$ cat config.mk
export PLATFORM = sky130hd
export DESIGN_NAME = alu_sequencer_flat
export DESIGN_NICKNAME = d
export VERILOG_FILES = /design/src/rtl/alu_sequencer_pkg.sv /design/src/rtl/alu_sequencer_if.sv /design/src/rtl/alu_sequencer_alu_op_decode.sv /design/src/rtl/alu_sequencer.sv /design/src/flat_wrapper.sv
export SDC_FILE = /design/constraint.sdc
export NUM_CORES = 1
export LEC_CHECK = 0
export ABC_AREA = 1
export BUFFER_PORTS_ARGS = -buffer_cell sky130_fd_sc_hd__buf_2
export CAP_MARGIN = 20
export CELL_PAD_IN_SITES_DETAIL_PLACEMENT = 1
export CELL_PAD_IN_SITES_GLOBAL_PLACEMENT = 2
export CORE_MARGIN = 5
export CORE_UTILIZATION = 16
export DETAILED_ROUTE_END_ITERATION = 10
export PLACE_DENSITY = 0.82
export SYNTH_ARGS = -nofsm -noshare
export SYNTH_HDL_FRONTEND = slang
export SYNTH_SLANG_ARGS = --single-unit
$ cat constraint.sdc
create_clock -name clk -period 1.45 [get_ports clk]
set_clock_uncertainty 0.05 [all_clocks]
set_input_delay 0.145 -clock clk [delete_from_list [all_inputs] [get_ports clk]]
set_output_delay 0.145 -clock clk [all_outputs]
set_load 0.02 [all_outputs]
$ cat src/rtl/alu_sequencer_pkg.sv
`default_nettype none
// ============================================================================
// Module      : alu_sequencer_pkg
// Description : Shared opcodes, ALU op codes, FSM states and decode classes
//               for the rv32i_sc multi-cycle control path.
// Revision    : 1.0 - initial release
// ============================================================================
package alu_sequencer_pkg;

    localparam int INSTR_WIDTH = 32;

    localparam logic [6:0] c_opc_op     = 7'b0110011;
    localparam logic [6:0] c_opc_op_imm = 7'b0010011;
    localparam logic [6:0] c_opc_load   = 7'b0000011;
    localparam logic [6:0] c_opc_store  = 7'b0100011;
    localparam logic [6:0] c_opc_branch = 7'b1100011;
    localparam logic [6:0] c_opc_jal    = 7'b1101111;

    localparam logic [3:0] c_alu_add       = 4'd0;
    localparam logic [3:0] c_alu_sub       = 4'd1;
    localparam logic [3:0] c_alu_sll       = 4'd2;
    localparam logic [3:0] c_alu_slt       = 4'd3;
    localparam logic [3:0] c_alu_sltu      = 4'd4;
    localparam logic [3:0] c_alu_xor       = 4'd5;
    localparam logic [3:0] c_alu_srl       = 4'd6;
    localparam logic [3:0] c_alu_sra       = 4'd7;
    localparam logic [3:0] c_alu_or        = 4'd8;
    localparam logic [3:0] c_alu_and       = 4'd9;
    localparam logic [3:0] c_alu_slti_cmp  = 4'd10;
    localparam logic [3:0] c_alu_sltiu_cmp = 4'd11;

    typedef enum logic [1:0] {
        WB_ALU  = 2'd0,
        WB_LOAD = 2'd1,
        WB_PC4  = 2'd2
    } wb_sel_e;

    typedef enum logic [2:0] {
        ST_FETCH  = 3'd0,
        ST_DECODE = 3'd1,
        ST_EXEC   = 3'd2,
        ST_MEM    = 3'd3,
        ST_WB     = 3'd4,
        ST_TRAP   = 3'd5
    } state_e;

    typedef enum logic [2:0] {
        CLS_OP      = 3'd0,
        CLS_OP_IMM  = 3'd1,
        CLS_LOAD    = 3'd2,
        CLS_STORE   = 3'd3,
        CLS_BRANCH  = 3'd4,
        CLS_JAL     = 3'd5,
        CLS_ILLEGAL = 3'd6
    } instr_class_e;

    function automatic instr_class_e classify(input logic [6:0] opcode);
        case (opcode)
            c_opc_op:     return CLS_OP;
            c_opc_op_imm: return CLS_OP_IMM;
            c_opc_load:   return CLS_LOAD;
            c_opc_store:  return CLS_STORE;
            c_opc_branch: return CLS_BRANCH;
            c_opc_jal:    return CLS_JAL;
            default:      return CLS_ILLEGAL;
        endcase
    endfunction

endpackage
`default_nettype wire

$ cat src/rtl/alu_sequencer_if.sv
`default_nettype none
// ============================================================================
// Module      : alu_sequencer_if
// Description : Control bundle between the sequencer (master) and the
//               rv32i_sc datapath / memories (slave).
// Revision    : 1.0 - initial release
// ============================================================================
interface alu_sequencer_if;

    logic [31:0] instr;
    logic        imem_ack;
    logic        dmem_ack;
    logic        alu_zero;
    logic        alu_lsb;
    logic        imem_req;
    logic        ir_write;
    logic        dmem_req;
    logic        dmem_we;
    logic [3:0]  alu_ctrl;
    logic        alu_src;
    logic        reg_write;
    logic [1:0]  wb_sel;
    logic        pc_write;
    logic        pc_sel;
    logic        illegal;

    modport master (
        input  instr, imem_ack, dmem_ack, alu_zero, alu_lsb,
        output imem_req, ir_write, dmem_req, dmem_we, alu_ctrl, alu_src,
               reg_write, wb_sel, pc_write, pc_sel, illegal
    );

    modport slave (
        output instr, imem_ack, dmem_ack, alu_zero, alu_lsb,
        input  imem_req, ir_write, dmem_req, dmem_we, alu_ctrl, alu_src,
               reg_write, wb_sel, pc_write, pc_sel, illegal
    );

endinterface
`default_nettype wire

$ cat src/rtl/alu_sequencer_alu_op_decode.sv
`default_nettype none
// ============================================================================
// Module      : alu_op_decode
// Description : Combinational instruction decode into instruction class,
//               ALU opcode/operand select and branch-condition polarity.
// Revision    : 1.0 - initial release
// ============================================================================
module alu_op_decode
    import alu_sequencer_pkg::*;
(
    input  logic [31:0]  i_instr,
    output instr_class_e o_class,
    output logic [3:0]   o_alu_ctrl,
    output logic         o_alu_src,
    output logic         o_br_use_zero,
    output logic         o_br_invert,
    output logic         o_br_bad
);

    instr_class_e w_class;
    logic [2:0]   w_f3;
    logic         w_f7b5;
    logic         w_unused_bits;

    assign w_class       = classify(i_instr[6:0]);
    assign w_f3          = i_instr[14:12];
    assign w_f7b5        = i_instr[30];
    assign o_class       = w_class;
    assign w_unused_bits = ^{i_instr[31], i_instr[29:15], i_instr[11:7]};

    always_comb begin
        o_alu_ctrl    = c_alu_add;
        o_alu_src     = 1'b0;
        o_br_use_zero = 1'b0;
        o_br_invert   = 1'b0;
        o_br_bad      = 1'b0;
        case (w_class)
            CLS_OP, CLS_OP_IMM: begin
                o_alu_src = (w_class == CLS_OP_IMM);
                case (w_f3)
                    // funct7[5] on ADDI is immediate data, not a subtract select
                    3'b000:  o_alu_ctrl = (w_class == CLS_OP && w_f7b5) ? c_alu_sub : c_alu_add;
                    3'b001:  o_alu_ctrl = c_alu_sll;
                    3'b010:  o_alu_ctrl = c_alu_slt;
                    3'b011:  o_alu_ctrl = c_alu_sltu;
                    3'b100:  o_alu_ctrl = c_alu_xor;
                    3'b101:  o_alu_ctrl = w_f7b5 ? c_alu_sra : c_alu_srl;
                    3'b110:  o_alu_ctrl = c_alu_or;
                    default: o_alu_ctrl = c_alu_and;
                endcase
            end
            CLS_LOAD, CLS_STORE: begin
                o_alu_src = 1'b1;
            end
            CLS_BRANCH: begin
                // funct3[0] inverts the sense: BNE/BGE/BGEU
                o_br_invert = w_f3[0];
                case (w_f3)
                    3'b000, 3'b001: begin
                        o_alu_ctrl    = c_alu_sub;
                        o_br_use_zero = 1'b1;
                    end
                    3'b100, 3'b101: o_alu_ctrl = c_alu_slti_cmp;
                    3'b110, 3'b111: o_alu_ctrl = c_alu_sltiu_cmp;
                    default:        o_br_bad   = 1'b1;
                endcase
            end
            default: ;
        endcase
    end

endmodule
`default_nettype wire

$ cat src/rtl/alu_sequencer.sv
`default_nettype none
// ============================================================================
// Module      : alu_sequencer
// Description : Multi-cycle control FSM for the rv32i_sc datapath; drives
//               fetch/data handshakes, ALU control, PC update and writeback.
// Revision    : 1.0 - initial release
// ============================================================================
module alu_sequencer
    import alu_sequencer_pkg::*;
(
    input  logic            clk,
    input  logic            rst,
    alu_sequencer_if.master bus
);

    state_e       r_state;
    state_e       w_next;
    instr_class_e w_class;
    logic [3:0]   w_dec_alu_ctrl;
    logic         w_dec_alu_src;
    logic         w_br_use_zero;
    logic         w_br_invert;
    logic         w_br_bad;
    logic         w_taken;

    logic         w_imem_req;
    logic         w_ir_write;
    logic         w_dmem_req;
    logic         w_dmem_we;
    logic [3:0]   w_alu_ctrl;
    logic         w_alu_src;
    logic         w_reg_write;
    wb_sel_e      w_wb_sel;
    logic         w_pc_write;
    logic         w_pc_sel;

    alu_op_decode u_decode (
        .i_instr       (bus.instr),
        .o_class       (w_class),
        .o_alu_ctrl    (w_dec_alu_ctrl),
        .o_alu_src     (w_dec_alu_src),
        .o_br_use_zero (w_br_use_zero),
        .o_br_invert   (w_br_invert),
        .o_br_bad      (w_br_bad)
    );

    assign w_taken = (w_br_use_zero ? bus.alu_zero : bus.alu_lsb) ^ w_br_invert;

    always_ff @(posedge clk or posedge rst) begin
        if (rst) begin
            r_state <= ST_FETCH;
        end else begin
            r_state <= w_next;
        end
    end

    always_comb begin
        w_next      = r_state;
        w_imem_req  = 1'b0;
        w_ir_write  = 1'b0;
        w_dmem_req  = 1'b0;
        w_dmem_we   = 1'b0;
        w_alu_ctrl  = c_alu_add;
        w_alu_src   = 1'b0;
        w_reg_write = 1'b0;
        w_wb_sel    = WB_ALU;
        w_pc_write  = 1'b0;
        w_pc_sel    = 1'b0;
        case (r_state)
            ST_FETCH: begin
                w_imem_req = 1'b1;
                if (bus.imem_ack) begin
                    w_ir_write = 1'b1;
                    w_next     = ST_DECODE;
                end
            end
            ST_DECODE: begin
                w_next = (w_class == CLS_ILLEGAL) ? ST_TRAP : ST_EXEC;
            end
            ST_EXEC: begin
                w_alu_ctrl = w_dec_alu_ctrl;
                w_alu_src  = w_dec_alu_src;
                case (w_class)
                    CLS_OP, CLS_OP_IMM, CLS_JAL: w_next = ST_WB;
                    CLS_LOAD, CLS_STORE:         w_next = ST_MEM;
                    CLS_BRANCH: begin
                        if (w_br_bad) begin
                            w_next = ST_TRAP;
                        end else begin
                            w_pc_write = 1'b1;
                            w_pc_sel   = w_taken;
                            w_next     = ST_FETCH;
                        end
                    end
                    default: w_next = ST_TRAP;
                endcase
            end
            ST_MEM: begin
                // address operands stay selected for the whole access
                w_alu_ctrl = w_dec_alu_ctrl;
                w_alu_src  = w_dec_alu_src;
                w_dmem_req = 1'b1;
                w_dmem_we  = (w_class == CLS_STORE);
                if (bus.dmem_ack) begin
                    if (w_class == CLS_STORE) begin
                        w_pc_write = 1'b1;
                        w_next     = ST_FETCH;
                    end else begin
                        w_next = ST_WB;
                    end
                end
            end
            ST_WB: begin
                w_reg_write = 1'b1;
                w_pc_write  = 1'b1;
                w_pc_sel    = (w_class == CLS_JAL);
                w_wb_sel    = (w_class == CLS_LOAD) ? WB_LOAD :
                              (w_class == CLS_JAL)  ? WB_PC4  : WB_ALU;
                w_next      = ST_FETCH;
            end
            ST_TRAP: w_next = ST_TRAP;
            default: w_next = ST_FETCH;
        endcase
        // reset must silence requests immediately, not at the next edge
        if (rst) begin
            w_imem_req  = 1'b0;
            w_ir_write  = 1'b0;
            w_dmem_req  = 1'b0;
            w_dmem_we   = 1'b0;
            w_alu_ctrl  = c_alu_add;
            w_alu_src   = 1'b0;
            w_reg_write = 1'b0;
            w_wb_sel    = WB_ALU;
            w_pc_write  = 1'b0;
            w_pc_sel    = 1'b0;
        end
    end

    assign bus.imem_req  = w_imem_req;
    assign bus.ir_write  = w_ir_write;
    assign bus.dmem_req  = w_dmem_req;
    assign bus.dmem_we   = w_dmem_we;
    assign bus.alu_ctrl  = w_alu_ctrl;
    assign bus.alu_src   = w_alu_src;
    assign bus.reg_write = w_reg_write;
    assign bus.wb_sel    = w_wb_sel;
    assign bus.pc_write  = w_pc_write;
    assign bus.pc_sel    = w_pc_sel;
    assign bus.illegal   = (r_state == ST_TRAP) && !rst;

endmodule
`default_nettype wire

$ cat src/flat_wrapper.sv
// flat-port wrapper written by rule: the top's interface ports become plain ports
module alu_sequencer_flat import alu_sequencer_pkg::*;
  (clk, rst, bus_instr, bus_imem_ack, bus_dmem_ack, bus_alu_zero, bus_alu_lsb, bus_imem_req, bus_ir_write, bus_dmem_req, bus_dmem_we, bus_alu_ctrl, bus_alu_src, bus_reg_write, bus_wb_sel, bus_pc_write, bus_pc_sel, bus_illegal);
  alu_sequencer_if bus_i ();
  input  logic clk;
  input  logic rst;
  input wire logic [$bits(bus_i.instr)-1:0] bus_instr;
  input wire logic [$bits(bus_i.imem_ack)-1:0] bus_imem_ack;
  input wire logic [$bits(bus_i.dmem_ack)-1:0] bus_dmem_ack;
  input wire logic [$bits(bus_i.alu_zero)-1:0] bus_alu_zero;
  input wire logic [$bits(bus_i.alu_lsb)-1:0] bus_alu_lsb;
  output wire logic [$bits(bus_i.imem_req)-1:0] bus_imem_req;
  output wire logic [$bits(bus_i.ir_write)-1:0] bus_ir_write;
  output wire logic [$bits(bus_i.dmem_req)-1:0] bus_dmem_req;
  output wire logic [$bits(bus_i.dmem_we)-1:0] bus_dmem_we;
  output wire logic [$bits(bus_i.alu_ctrl)-1:0] bus_alu_ctrl;
  output wire logic [$bits(bus_i.alu_src)-1:0] bus_alu_src;
  output wire logic [$bits(bus_i.reg_write)-1:0] bus_reg_write;
  output wire logic [$bits(bus_i.wb_sel)-1:0] bus_wb_sel;
  output wire logic [$bits(bus_i.pc_write)-1:0] bus_pc_write;
  output wire logic [$bits(bus_i.pc_sel)-1:0] bus_pc_sel;
  output wire logic [$bits(bus_i.illegal)-1:0] bus_illegal;
  assign bus_i.instr = bus_instr;
  assign bus_i.imem_ack = bus_imem_ack;
  assign bus_i.dmem_ack = bus_dmem_ack;
  assign bus_i.alu_zero = bus_alu_zero;
  assign bus_i.alu_lsb = bus_alu_lsb;
  assign bus_imem_req = bus_i.imem_req;
  assign bus_ir_write = bus_i.ir_write;
  assign bus_dmem_req = bus_i.dmem_req;
  assign bus_dmem_we = bus_i.dmem_we;
  assign bus_alu_ctrl = bus_i.alu_ctrl;
  assign bus_alu_src = bus_i.alu_src;
  assign bus_reg_write = bus_i.reg_write;
  assign bus_wb_sel = bus_i.wb_sel;
  assign bus_pc_write = bus_i.pc_write;
  assign bus_pc_sel = bus_i.pc_sel;
  assign bus_illegal = bus_i.illegal;
  alu_sequencer u_core (.clk(clk), .rst(rst), .bus(bus_i));
endmodule
# Word-level counts from Yosys, hierarchy flattened
# Index checks and enable logic that the tools add are counted.
[classes]
bitwise_logic = 1
reduce_logical = 15
n_mux = 49
eq_ne = 26
[ops]
columns = ["cell", "count"]
rows = [
  ["$mux W1", 29],
  ["$pmux W4 S7", 1],
  ["$eq A3 B3 Y1 const B", 9],
  ["$eq A3 B2 Y1 const B", 6],
  ["$pmux W3 S6", 1],
  ["$mux W3", 5],
  ["$pmux W3 S5", 1],
  ["$eq A7 B6 Y1 const B", 2],
  ["$eq A7 B7 Y1 const B", 2],
  ["$pmux W4 S3", 1],
  ["$reduce_or A2 Y1", 6],
  ["$eq A3 B1 Y1 const B", 3],
  ["$logic_not A3 Y1", 3],
  ["$pmux W3 S3", 1],
  ["$mux W2", 4],
  ["$mux W4", 2],
  ["$pmux W4 S2", 1],
  ["$eq A7 B2 Y1 const B", 1],
  ["$eq A7 B5 Y1 const B", 1],
  ["$reduce_or A6 Y1", 1],
  ["$ne A2 B2 Y1 const B", 2],
  ["$pmux W1 S2", 2],
  ["$pmux W1 S3", 1],
  ["$reduce_or A3 Y1", 1],
  ["4 further kinds", 5],
]
[word_totals]
inputBits = 38
ff_bits = 3

# Longest topological paths before layout
# Gate-level depths: netlist of the first run.
[depth]
depth_word = 10
depth_mapped = 11
ltp_nobuf = 11

# Hierarchy
# From an unflattened synthesis of the first run, not the netlist that was laid out.
[hier_totals]
hier_cells = 138
hier_area_um2 = 674.4
[by_module_without_submodules]
columns = ["module", "area_each_um2", "instances", "seq_area_each_um2", "cells_per_inst"]
rows = [
  ["alu_sequencer", 431.7, 1, 75.1, 84],
  ["alu_op_decode", 242.7, 1, 0.0, 54],
]

# Least setup slack after synthesis of the first run
# No wires, ideal clock.
[synth_path]
kind = "register to output"
startpoint = "reg u_core.r_state[1]"
endpoint = "out bus_wb_sel[0]"
required_ps = 1255
path_slack_ps = -439
path_stages_with_launch = 6
path_buffers = 0
t_arrival_ps = 1694
cell_sequence = "dfrtp_1 -> nor2_1 -> nand2_1 -> nor2_1 -> nand2_1 -> nor4_1"
[synth_between]
elab_chain_cells = 3
[synth_rtl]
columns = ["element", "line", "rtl"]
rows = [
  ["from (decl)", "alu_sequencer.sv:16", "state_e r_state;"],
  ["from (signal assigned)", "alu_sequencer.sv:53", "r_state <= w_next;"],
  ["$eq A3 B3 Y1", "alu_sequencer.sv:69", "case (r_state)"],
  ["$mux W2", "alu_sequencer.sv:69", ""],
  ["$mux W2", "alu_sequencer.sv:125", "if (rst) begin"],
  ["to (decl)", "flat_wrapper.sv:19", "output wire logic [$bits(bus_i.wb_sel)-1:0] bus_wb_sel;"],
]
# No other way between the ends.

# Worst setup path after layout of the first run
[layout_path]
startpoint = "reg u_core.r_state[2]"
endpoint = "out bus_pc_sel"
[layout_between]
elab_chain_cells = 3
elab_cells_between_ends = 4
[layout_rtl]
columns = ["element", "line", "rtl"]
rows = [
  ["$eq A3 B3 Y1 or $eq A3 B2 Y1 (tied branches)", "alu_sequencer.sv:69", ""],
  ["$pmux W1 S2 (*)", "alu_sequencer.sv:69", ""],
  ["$mux W1 (*)", "alu_sequencer.sv:125", ""],
  ["to (decl)", "flat_wrapper.sv:21", "output wire logic [$bits(bus_i.pc_sel)-1:0] bus_pc_sel;"],
]
# Every way passes the cells marked *; elsewhere a longest branch is shown, timed or not.

==> metrics.yaml, run 1 <==
synthToLayoutAreaGrowth_pct: 101
violations: "negative setup slack"
placed_cells: 220
ys_ff_latch: 3
postRouteAntennaNets: 0
wl_per_cell_um: 12.0
rsz0062_at_grt: "true"
hold_path.class: "input pin to flop"
drcViolationCount: 0
dieArea_um2: 5350
die_y_um: 73.2
cts.sinks: 3
final_area_um2: 1280
io_buffers: 31
postSynthCellCount: 123
powerDensity_nw_per_um2: 840
grt_use_total_pct: 10.8
layoutNonFillerInstCount: 228
start_kind: "flop"
ys_warn_count: 0
cp.arrival_ps: 1500
rows: 23
cts_buffer_depth: 2
routed_wl_mm: 2.73
grt_pass1_vias: 1066
gp_congestion: 0.808
regMostFlops: "u_core.r_state"
grt_pass1_wl_mm: 4.61
clock_latency_ps: 220
pin_count: 53
ctsRootBufferMaster: "clkbuf_8"
vias: 968
grt_max_degree: 9
timing.fmax_mhz: 590
synth_area_um2: 638
die_x_um: 73.2
fin_crit_sh_pct: 117
antenna_found_initial: 0
dpl_cell_area_um2: 1010
report.final.hold_viol_count: 0
fin_crit_ps: 1690
top_regs: "u_core.r_state: 3 flops"
viasPerCell: 4.25
layout-drive-gt1-share_pct: 54.5
numCtsBuffers: 3
detail_route.first_pass.iterations: 4
final_max_slew_viol_count: 0
clk_pin_slew_ps: 30
initial_core_util_pct: 16.2
ir_worst_vdd_mv: 0.535
ctsHtreeMaxLevel: 1
cts_tree: "yes"
cp-end-kind: "output pin"
yosysUniqueCellTypes: 22
synth-seq-area-share_pct: 11.8
nets: 217
worstPathMaxFanout: 3
tightest_slew_ps: 359
diodes: 0
dp_hpwl_mm: 2.17
overflow: 0
core_um2: 3940
syn-num-nets: 161
syn_area_per_cell_um2: 5.19
pre_cts_slack_ps: -58.6
largest_reg_flops: 3
setup_slack_ps: -244
max-slew-margin-rel_pct: 75.9
critPathRequiredTime_ps: 1250
status: "finished, violations left"
drtIter0Drc: 15
max-cap-violations: 0
p_leak_nw: 0.651
critPathKind: "flop to output pin"
finalSetupViolations: 11
[worst max-delay path, stage by stage, from the launching register on]
cell	delay, ps
dfrtp_2	450
nor2_4	140
nand2_2	70
nor2_1	110
nand2_1	100
inv_2	60
nand3_2	60
a21oi_2	140
buf_4	160
[report_power, final]
part | internal [mW] | switching (mW) | total [mW]
clock | 0.188 | 0.0594 | 0.247
sequential | 0.118 | 0.0444 | 0.162
combinational | 0.282 | 0.385 | 0.666
[metal layers]
| layer | global-route usage, % | wire (um) | up-vias |
|---|---|---|---|
| li1 | - | - | 503 |
| met1 | 13.2 | 1120 | 438 |
| met2 | 19.9 | 1420 | 25 |
| met3 | 0.551 | 154 | 2 |
| met4 | 3.69 | 23 | 0 |
| met5 | 0 | 0 | - |
[final timing paths]
| path | startpoint | slack (ps) | cells past startpoint | endpoint |
|---|---|---|---|---|
| max | u_core.r_state[2] | -240 | 8 | bus_pc_sel |
| min | bus_imem_ack | 220 | 5 | u_core.r_state[2] |
| max reg2reg | u_core.r_state[1] | 80 | 9 | u_core.r_state[0] |
| min reg2reg | u_core.r_state[1] | 700 | 3 | u_core.r_state[1] |
| max in group asynchronous | rst | 580 | 4 | u_core.r_state[2] |
| min in group asynchronous | rst | 600 | 4 | u_core.r_state[1] |
[synthesized netlist by cell type]
| library cell | n | area, um2 |
|---|---|---|
| o221ai_1 | 1 | 8.76 |
| a31oi_1 | 1 | 6.26 |
| buf_2 | 1 | 5.00 |
| nand2_2 | 4 | 25.0 |
| inv_2 | 3 | 11.3 |
| dfrtp_1 | 3 | 75.1 |
| nand2_1 | 30 | 113 |
| nand3b_1 | 1 | 7.51 |
| o21ai_0 | 6 | 30.0 |
| nor2_1 | 17 | 63.8 |
| nor2_4 | 3 | 33.8 |
| nor3b_1 | 1 | 7.51 |
| a21oi_1 | 1 | 5.00 |
| nor3_1 | 7 | 35.0 |
| inv_1 | 22 | 82.6 |
| nor3_2 | 1 | 10.0 |
| nand3_1 | 15 | 75.1 |
| o21a_1 | 1 | 7.51 |
| nand3_2 | 1 | 10.0 |
| nor4_1 | 2 | 12.5 |
| o31ai_1 | 1 | 7.51 |
| nand4_1 | 1 | 6.26 |
[layout make-up]
class / instances / area, um2
Multi-Input combinational cell: 94 / 607
Sequential cell: 3 / 76.3
Inverter: 25 / 98.8
Tap cell: 50 / 62.6
Fill cell: 503 / 2660
Timing Repair Buffer: 52 / 392
Clock buffer: 4 / 45.0
[repair_timing]
action,CTS,global route
hold endpoints to repair,3,0
resized for setup,34,30
pin swaps,10,13
buffers inserted,4,1
hold buffers,1,0
setup endpoints to repair,14,17
[stage by stage]
stage	hold slack, ps	power, mW	setup TNS [ps]	utilization, %
finish	221	1.08	-1500	32.5
global route	254	1.16	-2570	32.5
CTS	226	0.980	-1510	29.9
detailed placement	143	0.608	-167	25.5
global placement	138	0.595	-67.5	25.5
floorplan	-121	0.393	-41.2	-
[cells by family (layout without fill, tap and decap cells)]
logic type      after synthesis  count (layout)  synth area share, %
simple gates                 83              83                 62.5
flops                         3               3                 11.8
buf+inv                      26              81                 15.5
compound gates               11              11                 10.2
[cells in the final DEF, fill, tap and decap left out, drive strengths merged]
cell / n
o31ai: 1
o221ai: 1
nor3b: 1
nand3: 16
nor3: 8
a21oi: 1
dlygate4sd3: 1
o21a: 1
nand2: 34
nor2: 20
inv: 25
buf: 51
clkbuf: 4
o21ai: 6
nor4: 2
dfrtp: 3
a31oi: 1
nand4: 1
nand3b: 1
Note: power is estimated with default switching activity, not from simulation.
==> run 2, diff against run 1 <==
- ABC_AREA: 1 -> not set
- CORE_UTILIZATION: 16 -> 17
- CTS_CLUSTER_SIZE: not set -> 20
- PLACE_DENSITY: 0.82 -> 0.75
==> run 2 against run 1 <==
The flow still finishes with violations (negative setup slack). Clock power up 2%. Sequential cell count unchanged. Final cell count down 11%. Largest cell class unchanged. Synthesized cell count down 28%.
==> metrics.yaml, run 2 <==
netlist_top_cells_count: "8 x nor3_1, 7 x inv_1, 6 x nor2_1"
layout-drive-gt1-share_pct: 60.9  # +6.4 points
synth_top_family_by_area: "simple AND/OR/NAND/NOR gates"
synth_area_um2: 622  # -2.5%
top_regs: "u_core.r_state: 3 flops"
synthSimpleGateAreaFrac_pct: 45.7  # -17 points
synth_largest_area_cell: "dfrtp_1"
viasPerCell: 4.64  # +9.2%
crit_slowest_cell: "or3b_4"
ir_worst_vdd_mv: 0.236  # -56%
finalSetupViolations: 17  # +6
critPathMaxStageDelay_ps: 430  # -20 ps
cts_buffer_depth: 2  # unchanged
synth_ff_type: "dfrtp_1"
cp.arrival_ps: 1770  # +270 ps
fin_crit_ps: 1970  # +271 ps
die_x_um: 70.5  # -3.7%
grt_pass1_wl_mm: 4.97  # +7.8%
p_leak_nw: 0.647  # -0.55%
largest_reg_flops: 3  # unchanged
drtIter0Drc: 22  # +7
hold_path.class: "input pin to flop"
final_max_slew_viol_count: 0  # unchanged
setup_slack_ps: -516  # -271 ps
io_buffers: 31  # unchanged
grt_use_total_pct: 12.4  # +1.6 points
gp_congestion: 0.793  # -1.9%
overflow: 0  # unchanged
rsz0062_at_grt: "true"
drcViolationCount: 0  # unchanged
status: "finished, violations left"
rows: 22  # -4.3%
regMostFlops: "u_core.r_state"
max-slew-margin-rel_pct: 75.0  # -0.87 points
path_cells: "or3b_4 > nor4b_4 > o2111ai_1 > a21oi_2 > buf_4"
dp_hpwl_mm: 2.20  # +1.4%
max-cap-violations: 0  # unchanged
core_um2: 3610  # -8.5%
synth_xor_area_share_pct: 2.82  # +2.8 points
numCtsBuffers: 3  # unchanged
die_y_um: 70.5  # -3.7%
ys_warn_count: 0  # unchanged
syn_area_per_cell_um2: 6.99  # +35%
critPathKind: "flop to output pin"
ys_ff_latch: 3  # unchanged
synthTopCellsByArea: "dfrtp_1 12%, nor3_1 6.4%, inv_1 4.2%"
synth_compound_area_share_pct: 28.6  # +18 points
synth_mux_area_share_pct: 3.22  # +3.2 points
async_flop_share_pct: 100  # unchanged
postSynthCellCount: 89  # -28%
cts_tree: "yes"
critPathRequiredTime_ps: 1250  # about the same
pin_count: 53  # unchanged
postRouteAntennaNets: 0  # unchanged
detail_route.first_pass.iterations: 3  # -1
grt_max_degree: 9  # unchanged
cp-end-kind: "output pin"
clk_pin_slew_ps: 30  # about the same
diodes: 0  # unchanged
powerDensity_nw_per_um2: 836  # -0.40%
synthToLayoutAreaGrowth_pct: 123
tightest_slew_ps: 370  # +10.2 ps
fin_setup_tns_ps: -5700  # -4200 ps
worstPathMaxFanout: 3  # unchanged
syn-num-nets: 127  # -21%
initial_core_util_pct: 17.2  # +1.1 points
grt_pass1_vias: 1126  # +5.6%
cts.sinks: 3  # unchanged
violations: "negative setup slack"
wl_per_cell_um: 14.1  # +18%
ctsHtreeMaxLevel: 1  # unchanged
dieArea_um2: 4970  # -7.2%
start_kind: "flop"
nets: 195  # -10%
timing.fmax_mhz: 509  # -14%
final_common_cell: "buf_4"
routed_wl_mm: 2.88  # +5.6%
synth-seq-area-share_pct: 12.1  # +0.31 points
yosysUniqueCellTypes: 36  # +64%
fin_crit_sh_pct: 136  # +19 points
report.final.hold_viol_count: 0  # unchanged
vias: 946  # -2.3%
synth_edf_count: 0  # unchanged
synthAdderAreaFrac_pct: 0  # unchanged
synth_top_cell_area_share_pct: 12.1  # -5.6 points
clock_latency_ps: 220  # about the same
ctsRootBufferMaster: "clkbuf_8"
most-common-layout-cells: "34 x buf_4, 17 x buf_6, 16 x buf_2"
yosysMostFrequentCell: "nor3_1"
finalPower_mw: 1.16  # +7.8%
antenna_found_initial: 0  # unchanged
==> run 2: changes by cell type in the layout (fill, tap and decap cells not counted), moves of 6 or more <==
cell,before,now
nand2_1,23,5
nand3_1,13,0
inv_1,17,5
buf_4,23,34
nand2_2,8,0
nor2_1,11,4
buf_6,11,17
nor2_4,7,1
==> run 2: logic make-up (layout without fill, tap and decap cells) <==
logic type                Yosys count  count (layout)
and+or+nand+nor                    44              44
DFF                                 3               3
xor gates and xnor gates            2               2
buffers and inverters              12              79
AOI/OAI and AO/OA                  26              26
muxes                               2               2
==> run 2: area by class of cell <==
type,instances,area (um2)
clock buffer,4,45.0
sequential,3,75.1
inverter,7,30.0
multi-input combinational,74,639
tap,48,60.1
timing repair buffer,68,537
fill,446,2220
==> run 2: timing repair <==
item | CTS | global route
setup endpoints to repair | 16 | 18
resized for setup | 45 | 11
setup buffers | 8 | 4
hold buffers | 1 | 0
gates cloned | 0 | 0
pin swaps | 5 | 6
hold endpoints to repair | 3 | 0
==> run 2: final timing paths <==
path / startpoint / to / slack [ps] / cells after the start
setup / recovery: u_core.r_state[2] / bus_alu_ctrl[0] / -520 / 5
hold / removal: bus_dmem_ack / u_core.r_state[0] / 260 / 4
setup reg to reg: u_core.r_state[0] / u_core.r_state[2] / -60 / 6
hold reg to reg: u_core.r_state[0] / u_core.r_state[1] / 570 / 2
max in group asynchronous: rst / u_core.r_state[2] / 850 / 3
min in group asynchronous: rst / u_core.r_state[1] / 350 / 3
==> run 2: power breakdown <==
group	switching [mW]	internal, mW	total [mW]
clock	0.0636	0.188	0.252
combinational	0.381	0.390	0.771
sequential	0.0248	0.112	0.136
==> run 2: metal layers <==
metal  vias to the layer above  part of all wire [%]  track usage (%)
met3                         4                   4.7             3.02
li1                        466                     -                -
met1                       452                    39             12.8
met5                         -                     0                0
met4                         0                   1.5             5.11
met2                        24                    54             23.4
==> run 2: through the flow <==
step	hold WS, ps	cells	setup WS [ps]	cell area (um2)	util (%)
2_1_floorplan	-143	89	-255	667	-
3_3_place_gp	10.6	190	-247	1060	29.5
3_5_place_dp	13.7	190	-314	1060	29.5
4_1_cts	269	202	-547	1340	37.0
5_1_grt	320	204	-617	1390	38.4
6_report	260	204	-516	1390	38.4
==> run 2: worst max-delay path, delay by kind of cell, from the launching register on <==
family          cells  cell delay [ps]
compound gates      2              340
flops               1              360
buf+inv             1              150
simple gates        2              690
